`src/rtl/fetch_pkg.sv`:
```
// Shared types and sizes for the instruction fetch sequencer.
package fetch_pkg;

  localparam int unsigned BYTES_PER_INSTR = 4;
  localparam int unsigned INSTR_W         = 32;
  localparam int unsigned BYTE_W          = 8;
  localparam int unsigned CNT_W           = 2;

  // Controller states: byte reads, final byte capture, word held for decode.
  typedef enum logic [1:0] {
    FETCH = 2'd0,
    LAST  = 2'd1,
    VALID = 2'd2
  } fetch_state_e;

endpackage

```
`src/rtl/fetch_sequencer_if.sv`:
```
// ROM, decode and redirect signals of the fetch sequencer, grouped as one bus.
interface fetch_sequencer_if #(
  parameter int unsigned ADDR_W = 8
);
  import fetch_pkg::*;

  logic [ADDR_W-1:0]  rom_addr;
  logic [BYTE_W-1:0]  rom_q;
  logic [INSTR_W-1:0] instr;
  logic [ADDR_W-1:0]  instr_pc;
  logic               instr_valid;
  logic               instr_ready;
  logic               redirect_valid;
  logic [ADDR_W-1:0]  redirect_pc;
  logic               busy;
  logic               misalign_err;

  // Sequencer side.
  modport master (
    output rom_addr, instr, instr_pc, instr_valid, busy, misalign_err,
    input  rom_q, instr_ready, redirect_valid, redirect_pc
  );

  // ROM / decode / execute side.
  modport slave (
    input  rom_addr, instr, instr_pc, instr_valid, busy, misalign_err,
    output rom_q, instr_ready, redirect_valid, redirect_pc
  );

endinterface

```
`src/rtl/fetch_byte_assembler.sv`:
```
// Four byte slots written one at a time, presented as a big-endian word.
module fetch_byte_assembler
  import fetch_pkg::*;
(
  input  logic               clk,
  input  logic               rst,
  input  logic               wr_en,
  input  logic [CNT_W-1:0]   wr_idx,
  input  logic [BYTE_W-1:0]  wr_data,
  output logic [INSTR_W-1:0] word
);

  logic [BYTES_PER_INSTR-1:0][BYTE_W-1:0] slot_q;

  // Slot storage; slot 0 holds the byte at the lowest address.
  always_ff @(posedge clk or posedge rst) begin
    if (rst) begin
      slot_q <= '0;
    end else if (wr_en) begin
      slot_q[wr_idx] <= wr_data;
    end
  end

  // Lowest-address byte lands in the most significant position.
  always_comb begin
    word = {slot_q[0], slot_q[1], slot_q[2], slot_q[3]};
  end

endmodule

```
`src/rtl/fetch_sequencer.sv`:
```
// Instruction fetch sequencer: PC, four byte reads per word, decode handshake,
// redirects. Optional FETCH_ALIGN_CHECK_EN rejects word-misaligned redirects.
module fetch_sequencer
  import fetch_pkg::*;
#(
  parameter int unsigned ADDR_W   = 8,
  parameter int unsigned RESET_PC = 0
) (
  input logic             clk,
  input logic             rst,
  fetch_sequencer_if.master bus
);

  localparam logic [ADDR_W-1:0] RST_PC = ADDR_W'(RESET_PC);

  fetch_state_e      state_q, state_d;
  logic [CNT_W-1:0]  cnt_q, cnt_d;
  logic [ADDR_W-1:0] pc_q, pc_d;
  logic [ADDR_W-1:0] rom_addr_q, rom_addr_d;
  logic [ADDR_W-1:0] instr_pc_q, instr_pc_d;
  logic              valid_q, busy_q, misalign_q, misalign_d;
  logic              accept_c;
  logic              wr_en_c;
  logic [CNT_W-1:0]  wr_idx_c;

  // Redirect acceptance and misalignment flag.
  always_comb begin
`ifdef FETCH_ALIGN_CHECK_EN
    accept_c   = bus.redirect_valid && (bus.redirect_pc[1:0] == 2'b00);
    misalign_d = bus.redirect_valid && !accept_c;
`else
    accept_c   = bus.redirect_valid;
    misalign_d = 1'b0;
`endif
  end

  // Next state, PC, slot writes and next registered outputs.
  always_comb begin
    state_d    = state_q;
    cnt_d      = cnt_q;
    pc_d       = pc_q;
    instr_pc_d = instr_pc_q;
    wr_en_c    = 1'b0;
    wr_idx_c   = CNT_W'(cnt_q - CNT_W'(1));
    case (state_q)
      FETCH: begin
        wr_en_c = (cnt_q != '0);
        cnt_d   = CNT_W'(cnt_q + CNT_W'(1));
        if (cnt_q == CNT_W'(BYTES_PER_INSTR - 1)) state_d = LAST;
      end
      LAST: begin
        wr_en_c    = 1'b1;
        wr_idx_c   = CNT_W'(BYTES_PER_INSTR - 1);
        instr_pc_d = pc_q;
        state_d    = VALID;
      end
      VALID: begin
        if (bus.instr_ready) begin
          pc_d    = pc_q + ADDR_W'(BYTES_PER_INSTR);
          cnt_d   = '0;
          state_d = FETCH;
        end
      end
      default: begin
        cnt_d   = '0;
        state_d = FETCH;
      end
    endcase
    if (accept_c) begin
      pc_d       = bus.redirect_pc;
      cnt_d      = '0;
      state_d    = FETCH;
      wr_en_c    = 1'b0;
      instr_pc_d = instr_pc_q;
    end
    if (state_d == FETCH) rom_addr_d = pc_d + ADDR_W'(cnt_d);
    else                  rom_addr_d = pc_d + ADDR_W'(BYTES_PER_INSTR - 1);
  end

  // State and output registers.
  always_ff @(posedge clk or posedge rst) begin
    if (rst) begin
      state_q    <= FETCH;
      cnt_q      <= '0;
      pc_q       <= RST_PC;
      rom_addr_q <= RST_PC;
      instr_pc_q <= RST_PC;
      valid_q    <= 1'b0;
      busy_q     <= 1'b1;
      misalign_q <= 1'b0;
    end else begin
      state_q    <= state_d;
      cnt_q      <= cnt_d;
      pc_q       <= pc_d;
      rom_addr_q <= rom_addr_d;
      instr_pc_q <= instr_pc_d;
      valid_q    <= (state_d == VALID);
      busy_q     <= (state_d != VALID);
      misalign_q <= misalign_d;
    end
  end

  fetch_byte_assembler u_asm (
    .clk     (clk),
    .rst     (rst),
    .wr_en   (wr_en_c),
    .wr_idx  (wr_idx_c),
    .wr_data (bus.rom_q),
    .word    (bus.instr)
  );

  assign bus.rom_addr     = rom_addr_q;
  assign bus.instr_pc     = instr_pc_q;
  assign bus.instr_valid  = valid_q;
  assign bus.busy         = busy_q;
  assign bus.misalign_err = misalign_q;

endmodule
```
`src/flat_wrapper.sv`:
```
// flat-port wrapper written by rule: the top's interface ports become plain ports
module fetch_sequencer_flat import fetch_pkg::*;
#(
  parameter int unsigned ADDR_W   = 8,
  parameter int unsigned RESET_PC = 0
)
  (clk, rst, bus_rom_addr, bus_instr, bus_instr_pc, bus_instr_valid, bus_busy, bus_misalign_err, bus_rom_q, bus_instr_ready, bus_redirect_valid, bus_redirect_pc);
  fetch_sequencer_if #(.ADDR_W(ADDR_W)) bus_i ();
  input logic clk;
  input logic rst;
  output wire logic [$bits(bus_i.rom_addr)-1:0] bus_rom_addr;
  output wire logic [$bits(bus_i.instr)-1:0] bus_instr;
  output wire logic [$bits(bus_i.instr_pc)-1:0] bus_instr_pc;
  output wire logic [$bits(bus_i.instr_valid)-1:0] bus_instr_valid;
  output wire logic [$bits(bus_i.busy)-1:0] bus_busy;
  output wire logic [$bits(bus_i.misalign_err)-1:0] bus_misalign_err;
  input wire logic [$bits(bus_i.rom_q)-1:0] bus_rom_q;
  input wire logic [$bits(bus_i.instr_ready)-1:0] bus_instr_ready;
  input wire logic [$bits(bus_i.redirect_valid)-1:0] bus_redirect_valid;
  input wire logic [$bits(bus_i.redirect_pc)-1:0] bus_redirect_pc;
  assign bus_rom_addr = bus_i.rom_addr;
  assign bus_instr = bus_i.instr;
  assign bus_instr_pc = bus_i.instr_pc;
  assign bus_instr_valid = bus_i.instr_valid;
  assign bus_busy = bus_i.busy;
  assign bus_misalign_err = bus_i.misalign_err;
  assign bus_i.rom_q = bus_rom_q;
  assign bus_i.instr_ready = bus_instr_ready;
  assign bus_i.redirect_valid = bus_redirect_valid;
  assign bus_i.redirect_pc = bus_redirect_pc;
  fetch_sequencer #(.ADDR_W(ADDR_W), .RESET_PC(RESET_PC)) u_core (.clk(clk), .rst(rst), .bus(bus_i));
endmodule
```
`config.mk`:
```
export PLATFORM = sky130hd
export DESIGN_NAME = fetch_sequencer_flat
export DESIGN_NICKNAME = d
export VERILOG_FILES = /design/src/rtl/fetch_pkg.sv /design/src/rtl/fetch_sequencer_if.sv /design/src/rtl/fetch_byte_assembler.sv /design/src/rtl/fetch_sequencer.sv /design/src/flat_wrapper.sv
export SDC_FILE = /design/constraint.sdc
export NUM_CORES = 1
export LEC_CHECK = 0
export ABC_CLOCK_PERIOD_IN_PS = 2450
export CORE_ASPECT_RATIO = 1.2
export CORE_MARGIN = 2
export CORE_UTILIZATION = 43
export DETAILED_ROUTE_END_ITERATION = 8
export PLACE_DENSITY_LB_ADDON = 0.12
export SLEW_MARGIN = 10
export SYNTH_ARGS = -nofsm -noshare
export SYNTH_HDL_FRONTEND = slang
export SYNTH_SLANG_ARGS = --single-unit
export TNS_END_PERCENT = 100
```
`constraint.sdc`:
```
create_clock -name clk -period 2.45 [get_ports clk]
set_input_delay 0.245 -clock clk [delete_from_list [all_inputs] [get_ports clk]]
set_output_delay 0.245 -clock clk [all_outputs]
set_load 0.02 [all_outputs]
```
==> run metrics <==
critical path's slowest cell dfrtp_1; Post-Place Cell Area 0.003451 mm²; cell repeated most along the worst path nor2_1; Post-Synthesis Cells 186; area of the multi-input gates 974.7 µm²; #FFs+latches synth 62; Final Wtd Congestion around 0.8; setup TNS 0 ns; Antenna Cells 0; cell area after layout 0.003685 mm²; first-pass GRT wire length 8349 µm; Vias/cell 4.822; Post-synth EDFFs 0; initial DRC count 123; Die ar. 0.006626 mm²; Leakage 1.614 nW; largest net degree at the start of global routing between 60 and 70; Hold Vio Cnt, Final 0; fill count 467; Seq. cell area 0.001553 mm²; most used standard cell by instance count after synthesis dfrtp_1; dominant register cell in the synthesized netlist dfrtp_1; Critical Path, Cell by Cell nor2b_1, nor2_1, nor2_1, nor2_1, o21ai_0, ha_1, fa_1, and3_1, nand3_1, xnor2_1; CTS Hold Bufs 0; grt ovf 0; RSZ-0062 raised after global routing no; crit end category register; Psw 1.354 mW; synthesized area around 0.0026 mm²; post-synth top area cell dfrtp_1; status complete, no violations; Min-Delay Path Class input port to asynchronous set/reset pin; post_cts resized 0; dpl ws -0.04747 ns; sequential area share after synthesis 0.6030; initial core utilization 0.4513; CP Max Fanout 10; fmax 442.2 MHz; part of the cycle the worst path needs 0.9230; total track usage 0.1747; number of global-route vias before repair 1760; DR pass1 iterations 4; crit-path max cell delay 0.49 ns; VDD IR max roughly 0.00077 V; M2 GR Usage 0.2599; Detail Route Antenna Nets 0; DP HPWL ~3600 µm; distinct cell type count after synthesis 35; Synth area leaders dfrtp_1, mux2_2, ha_1, xnor2_1, xor2_1; syn_area_per_cell 13.84 µm²; Critical Path Start Type register; Pint just under 3 mW; max-cap violations 0; row count 30; CP required 2.71 ns; met3 Use GR 0.06264; worst reg2reg setup slack about 0.19 ns; Layout area overhead 43.10%; share of cells above drive strength 1 0.2975; Worst path top cell family by delay simple AND/OR/NAND/NOR gates; M1 GR Usage 0.2230; Root Driver clkbuf_8; IO buf count slightly below 70; Yosys Warn Count 0; Top Ports 71; final worst slack 0.1886 ns; die height 88.77 µm; Reg power frac 0.363; core area 0.005705 mm²; via count roughly 1700; Final setup violation count 0; Post-synth ARST share 1.000; Clock Sinks between 60 and 70; Most Used Layer, Global Route met2; # H-tree levels 3; Tmin final 2.261 ns; worst skew pair latency 0.34 ns; CTS tree done; Comb pwr share 0.397; Post-route DRC 0; CTS clock-pin slew for the worst setup and hold paths approximately 0.07 ns; postcts setup bufs 0; Net Sw Frac 0.3133; Synth top cells by count dfrtp_1, mux2_2, nand2_1, nor2_1, xnor2_1; die width between 70 and 80 µm; # nets final 300; Worst EP arrival 2.52 ns; share of total power in the clock network 0.240; CP Buf/Inv Count 0; Worst Setup Path Type register to register; DRT Wirelength 5122 µm; Syn Nets between 200 and 250; Num CTS Buffers 9; Final Max Slew Viols 0; Power Total 4.322 mW; CTS Buffer Depth 2; post-synth top area share 0.5928; Worst Skew 0.009041 ns; initial antenna violation count 0; drt wl/cell 14.27 µm; power per cell area roughly 1200 mW/mm²
## cell type report
type / count / share of cell area
inverter: 4 / 0.004075
sequential: 62 / 0.4214
multi-input combinational: 114 / 0.2645
clock buffer: 13 / 0.04584
tap: 80 / 0.02716
timing repair buffer: 83 / 0.2194
clock inverter: 3 / 0.01766
## cells in the final DEF, fill, tap and decap left out, types with 3 or more instances in the layout
master / netlist / routed
a21oi_1: 4 / 4
buf_4: 2 / 13
clkbuf_8: 0 / 12
clkdlybuf4s50_1: 0 / 69
dfrtp_1: 61 / 61
ha_1: 5 / 5
inv_1: 4 / 3
mux2_2: 43 / 43
nand2_1: 8 / 8
nand3_1: 5 / 5
nor2_1: 8 / 8
nor2b_1: 3 / 3
o21ai_2: 4 / 4
xnor2_1: 6 / 6
xor2_1: 5 / 5
## per-layer routing
layer  routed length (µm)  vias to the layer above
met1                 2161                      854
li1                     -                      814
met4                  108                        0
met5                    0                        -
met2                 2443                       54
met3                  408                        9
## power by group through the flow
stage                     Combinational [mW]  Clock [mW]  Sequential (mW)
after floorplan                        0.431           0             2.01
after global placement                  1.72           0             1.57
after detailed placement                1.73           0             1.58
after CTS                               1.73        1.06             1.57
after global routing                    1.83        1.11             1.61
final                                   1.72        1.04             1.57
## flip-flops by register name, indices dropped and copies added (netlist names)
signal	count
u_core.u_asm.word	32
u_core.bus.instr_pc	8
u_core.bus.rom_addr	8
u_core.pc_q	8
u_core.cnt_q	2
u_core.state_q	2
u_core.bus.busy	1
u_core.bus.instr_valid	1
## worst register-to-register path, cell delays in order, from the launching register on
cell	delay, ns
dfrtp_1	0.49
nor2b_1	0.21
nor2_1	0.16
nor2_1	0.08
nor2_1	0.13
o21ai_0	0.10
ha_1	0.22
fa_1	0.38
and3_1	0.19
nand3_1	0.10
xnor2_1	0.12
## through the flow
step | hold WS (ns) | util | cells
after global routing | 0.3007 | 0.6458 | 359
after floorplan | 0.3956 | - | 186
after global placement | 0.4804 | 0.6048 | 343
after CTS | 0.2984 | 0.6458 | 359
after detailed placement | 0.4920 | 0.6048 | 343
final | 0.2898 | 0.6458 | 359
## worst paths after layout
check / startpoint / to / cells past startpoint
max: u_core.state_q[0] / u_core.bus.rom_addr[6] / 10
min: rst / u_core.bus.instr_pc[4] / 3
max reg2reg: u_core.state_q[0] / u_core.bus.rom_addr[6] / 10
min reg2reg: u_core.pc_q[0] / u_core.bus.instr_pc[0] / 1
max in group asynchronous: rst / u_core.bus.busy / 3
min in group clk: u_core.pc_q[0] / u_core.bus.instr_pc[0] / 1
## logic make-up (layout without fill, tap and decap cells)
group / count (synthesis) / after routing / synth area share
compound gates: 14 / 14 / 0.03644
flops: 62 / 62 / 0.6030
mux: 43 / 43 / 0.1880
xor+xnor: 11 / 11 / 0.03741
fa+ha+maj: 6 / 6 / 0.03207
other cells: 1 / 1 / 0.001456
simple gates: 39 / 39 / 0.08309
buf+inv: 10 / 103 / 0.01846
Note: power is estimated with default switching activity, not from simulation.
